--- config.mk ---
export PLATFORM = sky130hd
export DESIGN_NAME = uart_rx_bit_controller
export DESIGN_NICKNAME = d
export VERILOG_FILES = /design/src/rtl/uart_rx_pkg.sv /design/src/rtl/uart_rx_data_sampler.sv /design/src/rtl/uart_rx_bit_controller.sv
export SDC_FILE = /design/constraint.sdc
export NUM_CORES = 1
export LEC_CHECK = 0
export ABC_AREA = 1
export CAP_MARGIN = 20
export CORE_ASPECT_RATIO = 0.9
export CORE_MARGIN = 3
export CORE_UTILIZATION = 35
export DETAILED_ROUTE_END_ITERATION = 6
export GPL_ROUTABILITY_DRIVEN = 0
export HOLD_SLACK_MARGIN = 0.1
export SKIP_CTS_REPAIR_TIMING = 1
export SYNTH_ARGS = -nofsm -noshare
export SYNTH_HDL_FRONTEND = slang
export SYNTH_SLANG_ARGS = --single-unit
export TNS_END_PERCENT = 50
--- constraint.sdc ---
create_clock -name CLK -period 2.6 [get_ports CLK]
set_clock_uncertainty 0.05 [all_clocks]
set_input_delay 0.26 -clock CLK [delete_from_list [all_inputs] [get_ports CLK]]
set_output_delay 0.26 -clock CLK [all_outputs]
set_load 0.005 [all_outputs]
--- src/rtl/uart_rx_pkg.sv ---
// -----------------------------------------------------------------------------
// uart_rx_pkg
// Shared definitions for the UART receive path:
//   - rx_state_e       : frame state machine encoding
//   - PRESCALE_DEFAULT : oversampling ratio used for unsupported Prescale values
//   - PAR_EVEN/PAR_ODD : encodings of the PAR_TYP input
//   - maj3()           : two-out-of-three majority vote
// -----------------------------------------------------------------------------
package uart_rx_pkg;

    typedef enum logic [2:0] {
        ST_IDLE   = 3'd0,
        ST_START  = 3'd1,
        ST_DATA   = 3'd2,
        ST_PARITY = 3'd3,
        ST_STOP   = 3'd4
    } rx_state_e;

    localparam int PRESCALE_DEFAULT = 8;

    localparam logic PAR_EVEN = 1'b0;
    localparam logic PAR_ODD  = 1'b1;

    function automatic logic maj3(input logic a, input logic b, input logic c);
        return (a & b) | (a & c) | (b & c);
    endfunction

endpackage

--- src/rtl/uart_rx_data_sampler.sv ---
// -----------------------------------------------------------------------------
// uart_rx_data_sampler
// Takes three samples of the serial line around the middle of each bit period
// (edge_cnt = P/2-1, P/2, P/2+1) and registers their majority vote.
// Ports:
//   CLK, RST     clock, asynchronous active-low reset
//   rx_in        synchronised serial line
//   sample_en    high while a frame is being received
//   edge_cnt     position inside the current bit period (0..P-1)
//   prescale     latched oversampling ratio P
//   sampled_bit  registered vote, valid from edge_cnt = P/2+2 onwards
// -----------------------------------------------------------------------------
module uart_rx_data_sampler
    import uart_rx_pkg::*;
#(
    parameter int PRESCALE_W = 6
) (
    input  logic                  CLK,
    input  logic                  RST,
    input  logic                  rx_in,
    input  logic                  sample_en,
    input  logic [PRESCALE_W-1:0] edge_cnt,
    input  logic [PRESCALE_W-1:0] prescale,
    output logic                  sampled_bit
);

    logic [PRESCALE_W-1:0] half;
    logic [PRESCALE_W-1:0] half_m1;
    logic [PRESCALE_W-1:0] half_p1;

    logic samp0_q, samp0_d;
    logic samp1_q, samp1_d;
    logic bit_q,   bit_d;

    assign half    = prescale >> 1;
    assign half_m1 = half - PRESCALE_W'(1);
    assign half_p1 = half + PRESCALE_W'(1);

    // The third sample is not stored: it is voted directly from the line.
    always_comb begin
        samp0_d = samp0_q;
        samp1_d = samp1_q;
        bit_d   = bit_q;
        if (sample_en) begin
            if (edge_cnt == half_m1) samp0_d = rx_in;
            if (edge_cnt == half)    samp1_d = rx_in;
            if (edge_cnt == half_p1) bit_d   = maj3(samp0_q, samp1_q, rx_in);
        end
    end

    // Samples reset to the idle line level so a fresh vote is never biased low.
    always_ff @(posedge CLK or negedge RST) begin
        if (!RST) begin
            samp0_q <= 1'b1;
            samp1_q <= 1'b1;
            bit_q   <= 1'b1;
        end else begin
            samp0_q <= samp0_d;
            samp1_q <= samp1_d;
            bit_q   <= bit_d;
        end
    end

    assign sampled_bit = bit_q;

endmodule

--- src/rtl/uart_rx_bit_controller.sv ---
// -----------------------------------------------------------------------------
// uart_rx_bit_controller
// Frame state machine of the UART receiver: start / data / parity / stop,
// with bit-period and data-bit counters. Feeds an external 8-bit deserializer.
// Ports:
//   CLK, RST      oversampling clock, asynchronous active-low reset
//   RX_IN         synchronised serial line (idle high)
//   Prescale      oversampling ratio (8, 16, 32; anything else runs as 8)
//   PAR_EN        parity bit present
//   PAR_TYP       0 = even, 1 = odd
//   SampledBit    registered majority-vote bit
//   DeserEnable   shift strobe, one per data bit
//   DeserLoad     parallel-load strobe, one per accepted frame
//   DataValid     frame accepted pulse
//   ParityError   parity mismatch pulse (valid stop bit)
//   FramingError  stop bit sampled low pulse
//   Busy          frame in progress
// -----------------------------------------------------------------------------
module uart_rx_bit_controller
    import uart_rx_pkg::*;
#(
    parameter int DATA_BITS  = 8,
    parameter int PRESCALE_W = 6
) (
    input  logic                  CLK,
    input  logic                  RST,
    input  logic                  RX_IN,
    input  logic [PRESCALE_W-1:0] Prescale,
    input  logic                  PAR_EN,
    input  logic                  PAR_TYP,
    output logic                  SampledBit,
    output logic                  DeserEnable,
    output logic                  DeserLoad,
    output logic                  DataValid,
    output logic                  ParityError,
    output logic                  FramingError,
    output logic                  Busy
);

    localparam int BIT_W = $clog2(DATA_BITS);
    localparam logic [BIT_W-1:0] LAST_BIT = BIT_W'(DATA_BITS - 1);

    rx_state_e state_q, state_d;

    logic [PRESCALE_W-1:0] edge_cnt_q, edge_cnt_d;
    logic [BIT_W-1:0]      bit_cnt_q,  bit_cnt_d;
    logic [PRESCALE_W-1:0] prescale_q, prescale_d;
    logic                  par_en_q,   par_en_d;
    logic                  par_typ_q,  par_typ_d;
    logic                  xor_q,      xor_d;
    logic                  par_bad_q,  par_bad_d;

    logic [PRESCALE_W-1:0] half;
    logic                  vote_pt;
    logic                  last_edge;
    logic                  prescale_ok;
    logic                  exp_par;
    logic                  sampled_bit;

    assign half        = prescale_q >> 1;
    assign vote_pt     = (edge_cnt_q == half + PRESCALE_W'(2));
    assign last_edge   = (edge_cnt_q == prescale_q - PRESCALE_W'(1));
    assign prescale_ok = (Prescale == PRESCALE_W'(8))  ||
                         (Prescale == PRESCALE_W'(16)) ||
                         (Prescale == PRESCALE_W'(32));
    assign exp_par     = (par_typ_q == PAR_EVEN) ? xor_q : ~xor_q;

    uart_rx_data_sampler #(
        .PRESCALE_W (PRESCALE_W)
    ) u_sampler (
        .CLK         (CLK),
        .RST         (RST),
        .rx_in       (RX_IN),
        .sample_en   (state_q != ST_IDLE),
        .edge_cnt    (edge_cnt_q),
        .prescale    (prescale_q),
        .sampled_bit (sampled_bit)
    );

    assign SampledBit = sampled_bit;

    // ---------------- state register ----------------
    always_ff @(posedge CLK or negedge RST) begin
        if (!RST) state_q <= ST_IDLE;
        else      state_q <= state_d;
    end

    // ---------------- next-state logic ----------------
    always_comb begin
        state_d = state_q;
        unique case (state_q)
            ST_IDLE: begin
                if (!RX_IN) state_d = ST_START;
            end
            ST_START: begin
                // A start bit that votes high was a line glitch.
                if (vote_pt && sampled_bit) state_d = ST_IDLE;
                else if (last_edge)         state_d = ST_DATA;
            end
            ST_DATA: begin
                if (last_edge && (bit_cnt_q == LAST_BIT))
                    state_d = par_en_q ? ST_PARITY : ST_STOP;
            end
            ST_PARITY: begin
                if (last_edge) state_d = ST_STOP;
            end
            ST_STOP: begin
                // Leave mid-stop-bit so an immediately following start bit
                // is seen from its very first low cycle.
                if (vote_pt) state_d = ST_IDLE;
            end
            default: state_d = ST_IDLE;
        endcase
    end

    // ---------------- counters and frame context ----------------
    always_comb begin
        edge_cnt_d = edge_cnt_q + PRESCALE_W'(1);
        bit_cnt_d  = bit_cnt_q;
        prescale_d = prescale_q;
        par_en_d   = par_en_q;
        par_typ_d  = par_typ_q;
        xor_d      = xor_q;
        par_bad_d  = par_bad_q;

        unique case (state_q)
            ST_IDLE: begin
                // The detect cycle itself is not part of the start bit count.
                edge_cnt_d = '0;
                bit_cnt_d  = '0;
                if (!RX_IN) begin
                    prescale_d = prescale_ok ? Prescale : PRESCALE_W'(PRESCALE_DEFAULT);
                    par_en_d   = PAR_EN;
                    par_typ_d  = PAR_TYP;
                    xor_d      = 1'b0;
                    par_bad_d  = 1'b0;
                end
            end
            ST_START: begin
                if (last_edge) edge_cnt_d = '0;
            end
            ST_DATA: begin
                if (vote_pt) xor_d = xor_q ^ sampled_bit;
                if (last_edge) begin
                    edge_cnt_d = '0;
                    bit_cnt_d  = (bit_cnt_q == LAST_BIT) ? '0 : bit_cnt_q + BIT_W'(1);
                end
            end
            ST_PARITY: begin
                if (vote_pt && (sampled_bit != exp_par)) par_bad_d = 1'b1;
                if (last_edge) edge_cnt_d = '0;
            end
            ST_STOP: begin
            end
            default: begin
            end
        endcase

        // Any return to IDLE (glitch or end of frame) restarts the bit timer.
        if (state_d == ST_IDLE) edge_cnt_d = '0;
    end

    always_ff @(posedge CLK or negedge RST) begin
        if (!RST) begin
            edge_cnt_q <= '0;
            bit_cnt_q  <= '0;
            prescale_q <= PRESCALE_W'(PRESCALE_DEFAULT);
            par_en_q   <= 1'b0;
            par_typ_q  <= 1'b0;
            xor_q      <= 1'b0;
            par_bad_q  <= 1'b0;
        end else begin
            edge_cnt_q <= edge_cnt_d;
            bit_cnt_q  <= bit_cnt_d;
            prescale_q <= prescale_d;
            par_en_q   <= par_en_d;
            par_typ_q  <= par_typ_d;
            xor_q      <= xor_d;
            par_bad_q  <= par_bad_d;
        end
    end

    // ---------------- output logic ----------------
    always_comb begin
        DeserEnable  = 1'b0;
        DeserLoad    = 1'b0;
        DataValid    = 1'b0;
        ParityError  = 1'b0;
        FramingError = 1'b0;
        Busy         = (state_q != ST_IDLE);
        unique case (state_q)
            ST_DATA: begin
                DeserEnable = vote_pt;
            end
            ST_STOP: begin
                if (vote_pt) begin
                    if (!sampled_bit)   FramingError = 1'b1;
                    else if (par_bad_q) ParityError  = 1'b1;
                    else begin
                        DeserLoad = 1'b1;
                        DataValid = 1'b1;
                    end
                end
            end
            default: begin
            end
        endcase
    end

endmodule

# Word-level counts from Yosys, hierarchy flattened
# Index checks and enable logic that the tools add are counted.
# word_totals
register_bits	25
# op_classes
n_reduce_logical	18
addsub	6
bitwise	8
muxes	33
n_eq_ne	18
# ops
op	count
3-bit two-way mux	9
6-bit == test	4
6-bit two-way mux	3
1-bit two-way mux	16
3-bit case mux with 5 select lines	1
6-bit case mux with 2 select lines	1
2-bit AND reduction	5
2-bit inequality test, second input constant	4
5-bit by 1-bit adder with 6-bit output, second input constant	1
5-bit by 2-bit adder with 6-bit output, second input constant	1
6-bit by 1-bit adder with 6-bit output, second input constant	1
3-bit by 2-bit == test with 1-bit output, second input constant	2
3-bit == test, second input constant	2
6-bit by 4-bit == test with 1-bit output, second input constant	1
6-bit by 5-bit == test with 1-bit output	1
6-bit by 5-bit == test with 1-bit output, second input constant	1
6-bit == test, second input constant	1
3-bit logical NOT	2
3-bit case mux with 2 select lines	1
3-bit AND reduction	2
5-bit by 1-bit subtractor with 6-bit output, second input constant	1
6-bit by 1-bit subtractor with 6-bit output, second input constant	1
1-bit case mux with 2 select lines	2
2-bit nonzero test	2
other kinds (11)	18

# Longest topological paths before layout
# Gate-level depths: netlist of the first run.
# logic_depth
depth_word	7
mapped_depth	18
mapped_depth_nobuf	18

# Cells and area by module
# A second synthesis of the first run with hierarchy kept.
# hier_totals
hier_cells	337
hier_area_um2	2113.3
# by_module_without_submodules
module	cells_per_inst	area_per_inst_um2	n_inst	seq_area_each_um2
uart_rx_bit_controller	229	1565.3	1	551.8
uart_rx_data_sampler	108	548.0	1	78.8

# Least setup slack after synthesis of the first run
# No wires, ideal clock.
# synth_path
path_type	reg2out
start	register prescale_q[3]
end	output DeserLoad
stages_incl_launch_ff	12
path_buffers	1
arrival_ps	1897
path_slack_ps	393
path_cell_list	dfstp_2 -> inv_2 -> ha_1 -> inv_1 -> nand2_1 -> nand2_1 -> nand3_1 -> nor2_2 -> nand3_1 -> or2_2 -> nor2_1 -> buf_4
# synth_via
elab_chain_len	4
# synth_rtl
element	line	text
start, declared	uart_rx_bit_controller.sv:47	logic [PRESCALE_W-1:0] prescale_q, prescale_d;
start signal, assigned	uart_rx_bit_controller.sv:167	prescale_q <= PRESCALE_W'(PRESCALE_DEFAULT);
start signal, assigned	uart_rx_bit_controller.sv:175	prescale_q <= prescale_d;
5-bit by 2-bit adder with 6-bit output	uart_rx_bit_controller.sv:61	assign vote_pt = (edge_cnt_q == half + PRESCALE_W'(2));
6-bit == test	uart_rx_bit_controller.sv:61	
1-bit two-way mux (2 in a row)	n/a	
end, declared	uart_rx_bit_controller.sv:33	output logic DeserLoad,
# Every way passes these cells.

# Worst setup path in the final report of the first run
# layout_path
start	register prescale_q[3]
end	output DeserEnable
# layout_via
elab_chain_len	3
# layout_rtl
element	line	text
5-bit by 2-bit adder with 6-bit output	uart_rx_bit_controller.sv:61	
6-bit == test	uart_rx_bit_controller.sv:61	
1-bit two-way mux	uart_rx_bit_controller.sv:191	unique case (state_q)
end, declared	uart_rx_bit_controller.sv:32	output logic DeserEnable,
# Every way passes these cells.

==> flow_metrics.py, run 1 <==
metrics = {
    "run_status": {
        "run_status": "finished with violations",
        "failing_checks": "negative setup slack",
    },
    "synth": {
        "synth_top_cell_area_share": 0.270,
        "seq_area_frac_synth": 0.324,
        "warning_count_from_the_yosys_run": 0,
        "syn-instance-count": 287,
        "postSynthAreaPerCell_um2": 6.77,
        "synth-seq-cells": 25,
        "synth_area_leader_cell": "dfrtp_1",
        "syn_area_um2": 1940,
        "netlist-cell-type-count": 34,
        "synthTopCellsByArea": "dfrtp_1 (27%), nand2_1 (17%), inv_1 (7.9%)",
        "synth_fp_nets": 308,
    },
    "cells_and_area": {
        "area_delta_synth_final_pct": 19.0,
        "ff_latch_area_um2": 631,
        "layout-drive-gt1-share": 0.137,
        "antenna_cells": 0,
        "multi_input_logic_area_um2": 1100,
        "num-fill-cells": 561,
        "finish.net_count": 336,
    },
    "route": {
        "vias": 1772,
        "route.final.wire_length_um": 4560,
        "antenna_nets_post_route": 0,
        "firstDrtPassIters": 4,
        "via_per_inst": 4.65,
        "post-route-drc-count": 0,
        "route.detailed.wl_per_inst_um": 12.0,
        "first_iter_violations": 160,
    },
    "floorplan": {
        "ioPinCount": 18,
        "design.die.area_um2": 6490,
        "dieWidth_um": 84.6,
        "core_area_um2": 5320,
        "num_rows": 25,
        "start_util": 0.366,
        "die_h_um": 76.7,
    },
    "setup_path": {
        "r2r.worst_path.cells": 13,
        "critical_path_peak_fanout": 3,
        "arrival_ps": 2410,
        "worstReg2RegStart": "prescale_q[1]",
        "capturing_point_of_the_worst_reg2reg_path": "edge_cnt_q[0]",
        "timing.setup.critical_path_class": "reg -> out",
        "setup.worst_path.start_class": "register",
        "crit_path_start": "prescale_q[3]",
        "internal_reg_to_reg_setup_slack_ps": 270,
        "end_kind": "output port",
        "critPathRequiredTime_ps": 2290,
    },
    "power_and_ir_drop": {
        "ir_drop_mv": 0.349,
        "leakage_uw": 0.00127,
        "pnr_total_power_uw": 1510,
        "p_per_area_nw_per_um2": 652,
    },
    "global_route": {
        "grt_first_pass_wirelength_um": 8110,
        "globalRoute.totalOverflow": 0,
        "grt.total_usage": 0.151,
        "maximum_number_of_pins_on_one_net_before_global_route_repair": 26,
        "grt_pass1_vias": 1704,
        "antenna_violations_before_repair": 0,
    },
    "clocking": {
        "cts_tree": "yes",
        "htree_levels": 1,
        "numCtsBuffers": 3,
        "cts_root_buf": "clkbuf_8",
        "clk_latency_ps": 280,
        "clock_slew_seen_by_the_registers_of_the_worst_setup_and_hold_paths_ps": 100,
        "tritoncts_num_sinks": 25,
        "max-clock-path-buffers": 2,
    },
    "sta": {
        "worst_slack_ps": -116,
        "timing.max_slew.rel_slack": 0.685,
        "slew_viols_final": 0,
        "setup-violations-final": 2,
        "period_minus_ws_final_ps": 2720,
        "max_slew.worst_pin.slew_ps": 469,
        "clock.fmax_mhz": 368,
        "hold_fails_final_rpt": 0,
        "rsz0062_at_grt": "true",
        "finalCritPeriodShare": 1.04,
    },
    "run": {
        "cap_viol_max_count": 0,
    },
    "placement": {
        "detailed_place_hpwl_um": 3600,
        "place.port_buffers": 17,
        "place_ws_ps": 36.8,
    },
    "min_path": {
        "worst_hold_path_type": "in -> async",
    },
}
[sequential cells by signal, summed over array words and instances (netlist names)]
register	count
xor_q	1
u_sampler.sampled_bit	1
bit_cnt_q	3
state_q	3
u_sampler.samp1_q	1
par_en_q	1
par_bad_q	1
edge_cnt_q	6
u_sampler.samp0_q	1
par_typ_q	1
prescale_q	6
[Yosys cell counts (all sizes together)]
master and n:
buf 4, o21a 2, dfstp 4, nor3 5
a21oi 8, a311oi 1, clkinv 2, or2 1
ha 10, nand3 23, nand2 96, nor2 27
xnor2 8, inv 48, clkbuf 1, xor2 4
o21ai 13, a211oi 2, o22ai 1, o211ai 1
nand4 4, dfrtp 21, nor3b 1
[cells by family after synthesis]
family / count (synthesis) / share of synthesized area
AO/OA/AOI/OAI: 28 / 0.0849
adder cells (fa/ha/maj): 10 / 0.0644
buffers and inverters: 55 / 0.116
flip-flops: 25 / 0.324
XOR/XNOR: 12 / 0.0541
AND/OR/NAND/NOR: 157 / 0.356
[worst max-delay path by stage]
stage | endpoint | slack [ps] | cells after the start
detailed placement | DeserLoad | 40 | 11
floorplan | DeserLoad | 390 | 11
finish | DeserEnable | -120 | 13
global placement | DataValid | 80 | 11
global route | DeserEnable | -290 | 13
CTS | DeserLoad | -280 | 11
[power by group]
group,total [µW],switching (µW),internal [µW],leakage (µW)
Clock,250,137,113,0.0000261
Combinational,700,425,275,0.000916
Sequential,560,79.0,481,0.000330
Total,1510,641,868,0.00127
[placed cells by master, fill, tap and decap left out, types with 2 or more instances in the layout]
| cell type | instances |
|---|---|
| clkdlybuf4s50_1 | 14 |
| o21ai_2 | 2 |
| clkinv_1 | 2 |
| a211oi_1 | 2 |
| inv_1 | 41 |
| nand3_1 | 20 |
| buf_4 | 11 |
| nand2_1 | 90 |
| dlymetal6s2s_1 | 3 |
| nor2_1 | 22 |
| nor3_1 | 5 |
| xor2_1 | 4 |
| o21a_1 | 2 |
| nor2_2 | 4 |
| a21oi_1 | 8 |
| dfrtp_1 | 21 |
| clkbuf_8 | 3 |
| dfstp_2 | 4 |
| o21ai_0 | 11 |
| nand2_2 | 5 |
| inv_6 | 2 |
| nand4_1 | 4 |
| ha_1 | 10 |
| nand3_2 | 2 |
| xnor2_1 | 8 |
| inv_2 | 6 |
[stage by stage]
step / setup TNS, ps / instance area [µm²] / utilization / hold WS (ps) / std cells
after floorplan: 0 / 1940 / - / -85.6 / 287
after global placement: 0 / 2240 / 0.421 / 421 / 376
after detailed placement: 0 / 2240 / 0.421 / 424 / 376
after CTS: -893 / 2290 / 0.431 / 292 / 380
after global routing: -551 / 2310 / 0.435 / 326 / 381
final: -211 / 2310 / 0.435 / 294 / 381
[final cells by class]
cell class,instances,area share
tap,67,0.0362
clock inverter,1,0.00379
clock buffer,3,0.0178
inverter,50,0.0833
sequential,25,0.273
timing repair buffer,28,0.112
multi-input combinational,207,0.474
[critical path, cell delays in order, from the launching register on]
cell and delay, ps:
dfstp_2 560, inv_2 40, ha_1 290, inv_1 60, nand2_1 50, nand2_1 50, nand3_1 80, nor2_2 130
buf_4 120, nand2_1 70, clkinv_1 80, nand2_1 60, inv_1 70, clkdlybuf4s50_1 490
[layer usage]
layer	GRT usage	wire [µm]
met5	0	0
met4	0.0301	28
met3	0.0279	234
met2	0.232	2000
met1	0.223	2300
Power figures use the tool's default switching activity.
==> run 2, diff against run 1 <==
--- a/config.mk
+++ b/config.mk
@@ -14,6 +14,7 @@
 export GPL_ROUTABILITY_DRIVEN = 0
 export HOLD_SLACK_MARGIN = 0.1
 export SKIP_CTS_REPAIR_TIMING = 1
+export SLEW_MARGIN = 30
 export SYNTH_ARGS = -nofsm -noshare
 export SYNTH_HDL_FRONTEND = slang
 export SYNTH_SLANG_ARGS = --single-unit
==> results of run 2 <==
No change in the layout: final DEF, timing and power equal those of run 1.
